[src/rtl/onoff_button_conditioner_if.sv]
// Pushbutton conditioner interface.
// Carries the raw button input and the conditioned outputs of
// onoff_button_conditioner.
//   button      : raw pushbutton, asynchronous, 1 = pressed
//   OnOff       : registered on/off level to the toggle stage
//   pressed     : debounced button level
//   press_pulse : one-cycle pulse per accepted press
//   long_pulse  : one-cycle pulse on long-press force-off (0 when the feature is disabled)
// Modports: master drives the button and observes the outputs; slave is the conditioner.
interface onoff_button_conditioner_if;
    logic button;
    logic OnOff;
    logic pressed;
    logic press_pulse;
    logic long_pulse;

    modport master (
        output button,
        input  OnOff,
        input  pressed,
        input  press_pulse,
        input  long_pulse
    );

    modport slave (
        input  button,
        output OnOff,
        output pressed,
        output press_pulse,
        output long_pulse
    );
endinterface

[src/rtl/onoff_button_conditioner.sv]
// onoff_button_conditioner
// Turns a raw mechanical pushbutton into a clean on/off level. The module first
// synchronizes the raw input with two flops. A counter-qualified FSM then debounces
// it. OnOff flips once per accepted press. Releases never toggle OnOff.
//
// Optional feature: define ONOFF_LONGPRESS_EN to enable long-press force-off.
// With the feature enabled, holding the button for LONGPRESS_CYCLES cycles after
// acceptance clears OnOff and pulses long_pulse. This happens once per press.
// Without the macro, no hold counter is built and long_pulse is tied to 0.
//
// Ports:
//   clock : system clock, rising edge
//   reset : asynchronous, active-low reset
//   btn   : onoff_button_conditioner_if.slave (button in; OnOff, pressed,
//           press_pulse, long_pulse out; all outputs registered)
module onoff_button_conditioner #(
    parameter int unsigned DEBOUNCE_CYCLES  = 1_000_000,
    parameter int unsigned LONGPRESS_CYCLES = 150_000_000
) (
    input  logic                        clock,
    input  logic                        reset,
    onoff_button_conditioner_if.slave   btn
);

    localparam int unsigned CNT_W    = $clog2(DEBOUNCE_CYCLES) + 1;
    // The sample that leaves IDLE/PRESSED counts as the first stable sample,
    // so the wait state accepts on its (DEBOUNCE_CYCLES-1)-th stable sample.
    localparam int unsigned CNT_LAST = DEBOUNCE_CYCLES - 2;
    localparam int unsigned HOLD_W   = 32;

    // Parameter sanity checks at elaboration time
    if (DEBOUNCE_CYCLES < 2) begin : g_bad_debounce
        $error("DEBOUNCE_CYCLES must be at least 2");
    end
    if (LONGPRESS_CYCLES < 1) begin : g_bad_longpress
        $error("LONGPRESS_CYCLES must be at least 1");
    end

    typedef enum logic [1:0] {
        IDLE         = 2'd0,
        PRESS_WAIT   = 2'd1,
        PRESSED      = 2'd2,
        RELEASE_WAIT = 2'd3
    } state_e;

    state_e             state_q;
    state_e             state_d;
    logic [1:0]         sync_q;
    logic               btn_s;
    logic [CNT_W-1:0]   cnt_q;
    logic [CNT_W-1:0]   cnt_d;
    logic               cnt_last;
    logic               press_done;
    logic               release_done;
    logic               onoff_q;
    logic               onoff_d;
    logic               pressed_q;
    logic               pressed_d;
    logic               press_pulse_q;
    logic               press_pulse_d;

    // Two-flop synchronizer; only btn_s feeds the logic
    always_ff @(posedge clock or negedge reset) begin
        if (!reset) begin
            sync_q <= 2'b00;
        end else begin
            sync_q <= {sync_q[0], btn.button};
        end
    end

    assign btn_s    = sync_q[1];
    assign cnt_last = (cnt_q == CNT_W'(CNT_LAST));

    // State register
    always_ff @(posedge clock or negedge reset) begin
        if (!reset) begin
            state_q <= IDLE;
        end else begin
            state_q <= state_d;
        end
    end

    // Next-state logic and accept events
    always_comb begin
        state_d      = state_q;
        press_done   = 1'b0;
        release_done = 1'b0;
        case (state_q)
            IDLE: begin
                if (btn_s) state_d = PRESS_WAIT;
            end
            PRESS_WAIT: begin
                if (!btn_s) begin
                    state_d = IDLE;
                end else if (cnt_last) begin
                    state_d    = PRESSED;
                    press_done = 1'b1;
                end
            end
            PRESSED: begin
                if (!btn_s) state_d = RELEASE_WAIT;
            end
            RELEASE_WAIT: begin
                if (btn_s) begin
                    state_d = PRESSED;
                end else if (cnt_last) begin
                    state_d      = IDLE;
                    release_done = 1'b1;
                end
            end
            default: state_d = IDLE;
        endcase
    end

`ifdef ONOFF_LONGPRESS_EN
    logic [HOLD_W-1:0]  hold_q;
    logic [HOLD_W-1:0]  hold_d;
    logic               long_fire;
    logic               long_pulse_q;

    // Fires on the LONGPRESS_CYCLES-th PRESSED cycle. The counter then saturates,
    // so the force-off fires at most once per press. Acceptance happens in PRESS_WAIT,
    // so acceptance always occurs before the long press.
    assign long_fire = (state_q == PRESSED) &&
                       (hold_q == HOLD_W'(LONGPRESS_CYCLES - 1));

    // Hold counter: counts in PRESSED, keeps its value across RELEASE_WAIT bounces,
    // and clears only when a release is accepted.
    always_comb begin
        hold_d = hold_q;
        if (release_done) begin
            hold_d = '0;
        end else if ((state_q == PRESSED) && (hold_q < HOLD_W'(LONGPRESS_CYCLES))) begin
            hold_d = hold_q + HOLD_W'(1);
        end
    end

    always_ff @(posedge clock or negedge reset) begin
        if (!reset) begin
            hold_q       <= '0;
            long_pulse_q <= 1'b0;
        end else begin
            hold_q       <= hold_d;
            long_pulse_q <= long_fire;
        end
    end

    assign btn.long_pulse = long_pulse_q;
`else
    assign btn.long_pulse = 1'b0;
`endif

    // Output and counter next values
    always_comb begin
        cnt_d         = '0;
        pressed_d     = pressed_q;
        press_pulse_d = press_done;
        onoff_d       = onoff_q;

        // Count consecutive stable samples in the wait states; saturate rather than wrap
        if (((state_q == PRESS_WAIT) && btn_s && !cnt_last) ||
            ((state_q == RELEASE_WAIT) && !btn_s && !cnt_last)) begin
            cnt_d = (cnt_q == {CNT_W{1'b1}}) ? cnt_q : cnt_q + CNT_W'(1);
        end

        if (press_done) begin
            pressed_d = 1'b1;
            onoff_d   = ~onoff_q;
        end
        if (release_done) begin
            pressed_d = 1'b0;
        end
`ifdef ONOFF_LONGPRESS_EN
        if (long_fire) begin
            onoff_d = 1'b0;
        end
`endif
    end

    // Output and counter registers
    always_ff @(posedge clock or negedge reset) begin
        if (!reset) begin
            cnt_q         <= '0;
            onoff_q       <= 1'b0;
            pressed_q     <= 1'b0;
            press_pulse_q <= 1'b0;
        end else begin
            cnt_q         <= cnt_d;
            onoff_q       <= onoff_d;
            pressed_q     <= pressed_d;
            press_pulse_q <= press_pulse_d;
        end
    end

    assign btn.OnOff       = onoff_q;
    assign btn.pressed     = pressed_q;
    assign btn.press_pulse = press_pulse_q;

endmodule

[src/flat_wrapper.sv]
// flat-port wrapper written by rule: the top's interface ports become plain ports
module onoff_button_conditioner_flat 
#(
    parameter int unsigned DEBOUNCE_CYCLES  = 1_000_000,
    parameter int unsigned LONGPRESS_CYCLES = 150_000_000
)
  (clock, reset, btn_button, btn_OnOff, btn_pressed, btn_press_pulse, btn_long_pulse);
  onoff_button_conditioner_if btn_i ();
  input  logic clock;
  input  logic reset;
  input wire logic [$bits(btn_i.button)-1:0] btn_button;
  output wire logic [$bits(btn_i.OnOff)-1:0] btn_OnOff;
  output wire logic [$bits(btn_i.pressed)-1:0] btn_pressed;
  output wire logic [$bits(btn_i.press_pulse)-1:0] btn_press_pulse;
  output wire logic [$bits(btn_i.long_pulse)-1:0] btn_long_pulse;
  assign btn_i.button = btn_button;
  assign btn_OnOff = btn_i.OnOff;
  assign btn_pressed = btn_i.pressed;
  assign btn_press_pulse = btn_i.press_pulse;
  assign btn_long_pulse = btn_i.long_pulse;
  onoff_button_conditioner #(.DEBOUNCE_CYCLES(DEBOUNCE_CYCLES), .LONGPRESS_CYCLES(LONGPRESS_CYCLES)) u_core (.clock(clock), .reset(reset), .btn(btn_i));
endmodule
[config.mk]
export PLATFORM = sky130hd
export DESIGN_NAME = onoff_button_conditioner_flat
export DESIGN_NICKNAME = d
export VERILOG_FILES = /design/src/rtl/onoff_button_conditioner_if.sv /design/src/rtl/onoff_button_conditioner.sv /design/src/flat_wrapper.sv
export SDC_FILE = /design/constraint.sdc
export NUM_CORES = 1
export LEC_CHECK = 0
export CAP_MARGIN = 0
export CORE_UTILIZATION = 35
export CTS_CLUSTER_DIAMETER = 200
export DETAILED_ROUTE_END_ITERATION = 6
export GPL_TIMING_DRIVEN = 0
export PLACE_DENSITY = 0.63
export RECOVER_POWER = 100
export SETUP_SLACK_MARGIN = 0.3
export SLEW_MARGIN = 30
export SYNTH_ARGS = -nofsm -noshare
export SYNTH_HDL_FRONTEND = slang
export SYNTH_SLANG_ARGS = --single-unit
[constraint.sdc]
create_clock -name clock -period 1.7 [get_ports clock]
set_clock_uncertainty 0.2 [all_clocks]
set_input_delay 0.34 -clock clock [delete_from_list [all_inputs] [get_ports clock]]
set_output_delay 0.34 -clock clock [all_outputs]
set_load 0.02 [all_outputs]
==> metrics.txt <==
Syn Area/Cell 10.28 um2; H-tree depth 1; DRC Markers 2; Int Power 1.029 mW; P&R area growth vs syn 38.36%; Flop pwr share 0.521; CTS Sinks 28; I/O Buffers 5; CP peak stage delay 0.44 ns; number of global-route vias before repair 1487; Worst Setup Path Type reg -> reg; Post-Syn Area 1644 um2; HP Start u_core.sync_q[0]; top cells by count, synth 28 x dfrtp_1, 13 x a21oi_1, 13 x nor3_1; maximum vdd ir drop 467.9 uV; Die Wd 70.54 um; Yosys reg bits 28; Synth async-reset ratio 1.000; core region area 4444 um2; Iteration-0 DRC Markers 150; Initial Utilization 0.3699; Post-Syn Nets 165; Max Clk Rate 516.3 MHz; final setup fails 26; wire per inst 17.57 um; ANT nets after route 0; largest delay contributor family on the critical path buffers and inverters; CP required 1.67 ns; hold crit path type reg -> reg; pre-CTS WS -0.3208 ns; RSZ-0062 raised after global routing true; initial antenna violation count 0; DIE HEIGHT 70.54 um; first-pass GRT wire length 7.051 mm; vias 1523; # IOs 7; final worst setup slack -0.2368 ns; RR Endpoint u_core.cnt_q[0]; synth top area cells dfrtp_1 43%, a21oi_1 4.0%, nor3_1 4.0%, nor4b_2 2.7%, nand4_1 2.7%; drt first pass iters 6; Die ar. 4975 um2; clk root buf clkbuf_8; Final Non-Filler Cells 253; crit path capture type flop; status finished with violations; gpl congestion 0.8517; Synth area leader dfrtp_1; R2R depth 11; Max Root-Sink Buffers 2; via/cell ratio 6.020; Hold Path End u_core.sync_q[1]; post-synth cell types 44; Syn Inst Count 160; top-area cell type share of the netlist area 0.4262; total track usage 0.1780; failing checks DRC, setup timing; Worst-path clk slew 0.10 ns; Post-synth EDFFs 0; fraction of layout cells with a size suffix above 1 0.4478; cts bufs inserted 3; HPWL after DPL 2.533 mm; fin nets 207; Max stage delay cell, worst path dfrtp_2; static leakage 0.8922 nW; max cap viols 0; Worst Tran Pin Value 0.7209 ns; TritonCTS clock tree done; clock power share 0.412; placed cells 217; pin count of the biggest net entering global routing 29; slew margin rel. 0.5194; count leader, synth dfrtp_1; Net Switching 272.9 uW; final count of hold timing violations 0; dominant synthesized flop cell dfrtp_1; final wirelength 4.444 mm; warnings from Yosys 0; Clk Latency, worst-skew pair 0.28 ns; Gate power share 0.067; Sw Share 0.2096; startpoint types flop; CP cell instances inv_2 -> buf_4 -> buf_4 -> buf_4 -> buf_4 -> buf_4 -> buf_4 -> buf_4 -> buf_4 -> a21oi_2 -> nor3_1; Congestion Overflow GR 0; FF-to-FF Start u_core.cnt_q[0]; r2r setup slk -0.24 ns; hold path cells 0; Slew Limit Fails 0; fillers 389; sequential area share after synthesis 0.4262; # diodes 0; critical path arrival 1.91 ns; cell mode on critical path buf_4; CP Max Fanout 4; buffers and inverters on the worst path 9; Final period util 1.139; P per Cell Area 572.3 nW/um2; Rows 24; fin crit period 1.937 ns
[cells by family (layout without fill, tap and decap cells)]
group,count (synthesis),in the layout,share of synthesized area
and+or+nand+nor,74,74,0.3371
AOI/OAI and AO/OA,40,40,0.1613
DFF,28,28,0.4262
buffers and inverters,13,54,0.04718
adders and majority gates,2,2,0.01522
xor gates and xnor gates,2,2,0.01066
other,1,1,0.002281
[per-stage QoR]
step	util	instance area (um2)	TNS, ns	power (mW)	hold WS (ns)
after floorplan	-	1680	-1.580	0.7157	-0.1556
after global routing	0.5118	2275	-6.954	1.346	0.1798
after CTS	0.4778	2123	-3.890	1.301	0.1624
final	0.5118	2275	-4.955	1.302	0.1584
after detailed placement	0.4029	1790	-6.323	0.7396	0.1381
after global placement	0.4040	1795	-15.97	0.7393	0.1357
[power by group through the flow]
stage | combinational, mW | clock (mW) | sequential (mW)
after global placement | 0.0497 | 0 | 0.690
after global routing | 0.0949 | 0.572 | 0.679
after floorplan | 0.0267 | 0 | 0.689
final | 0.0868 | 0.536 | 0.679
after detailed placement | 0.0495 | 0 | 0.690
after CTS | 0.0762 | 0.548 | 0.677
[area by class of cell]
class	count	area (um2)	area share
multi-input combinational	119	1021	0.4488
sequential	28	706.9	0.3108
timing repair buffer	37	320.3	0.1408
buffer	7	67.56	0.02970
tap	52	65.06	0.02860
clock buffer	3	41.29	0.01815
clock inverter	1	30.03	0.01320
inverter	6	22.52	0.009901
[cells in the final DEF, fill, tap and decap left out, types with 3 or more instances in the layout]
cell type / count
nand3_1: 5
nor4b_4: 3
dfrtp_2: 5
a21oi_2: 8
nor4_4: 3
o31ai_1: 5
buf_6: 9
nand3_4: 3
nand2_1: 7
dfrtp_1: 23
a21oi_1: 6
buf_4: 27
or4_4: 3
nand4_1: 7
nor3_1: 13
a31oi_1: 4
nor2_1: 5
clkbuf_8: 3
or3_1: 3
inv_1: 5
a211oi_1: 4
o21ai_0: 5
clkbuf_1: 3
[worst max-delay path by stage]
stage / start / endpoint / cells after the start
floorplan: u_core.cnt_q[0] / u_core.state_q[0] / 6
global placement: reset / u_core.cnt_q[2] / 1
detailed placement: u_core.cnt_q[0] / u_core.state_q[0] / 6
CTS: u_core.cnt_q[1] / u_core.state_q[0] / 6
global route: u_core.cnt_q[9] / u_core.cnt_q[15] / 5
finish: u_core.cnt_q[0] / u_core.cnt_q[0] / 11
[sequential cells by signal, indices dropped and copies added (netlist names), named ones only]
name                    cells
u_core.state_q              1
u_core.cnt_q               21
u_core.btn.press_pulse      1
u_core.sync_q               2
u_core.btn.pressed          1
u_core.btn.OnOff            1
[layer usage]
metal / vias up / global-route usage / part of all wire
met4: 0 / 0.03556 / 0.0070
met5: - / 0 / 0
met3: 4 / 0.02991 / 0.043
met2: 53 / 0.3085 / 0.52
met1: 764 / 0.2374 / 0.43
li1: 702 / - / -
[repair_timing]
| item | CTS | global route |
|---|---|---|
| endpoints found under the setup margin | 29 | 29 |
| gates resized for setup | 27 | 25 |
| hold endpoints to repair | 28 | 0 |
| hold buffers | 1 | 0 |
| pin swaps | 9 | 1 |
| buffers inserted | 21 | 7 |
| cloned | 1 | 2 |
(Power assumes the default switching activity.)
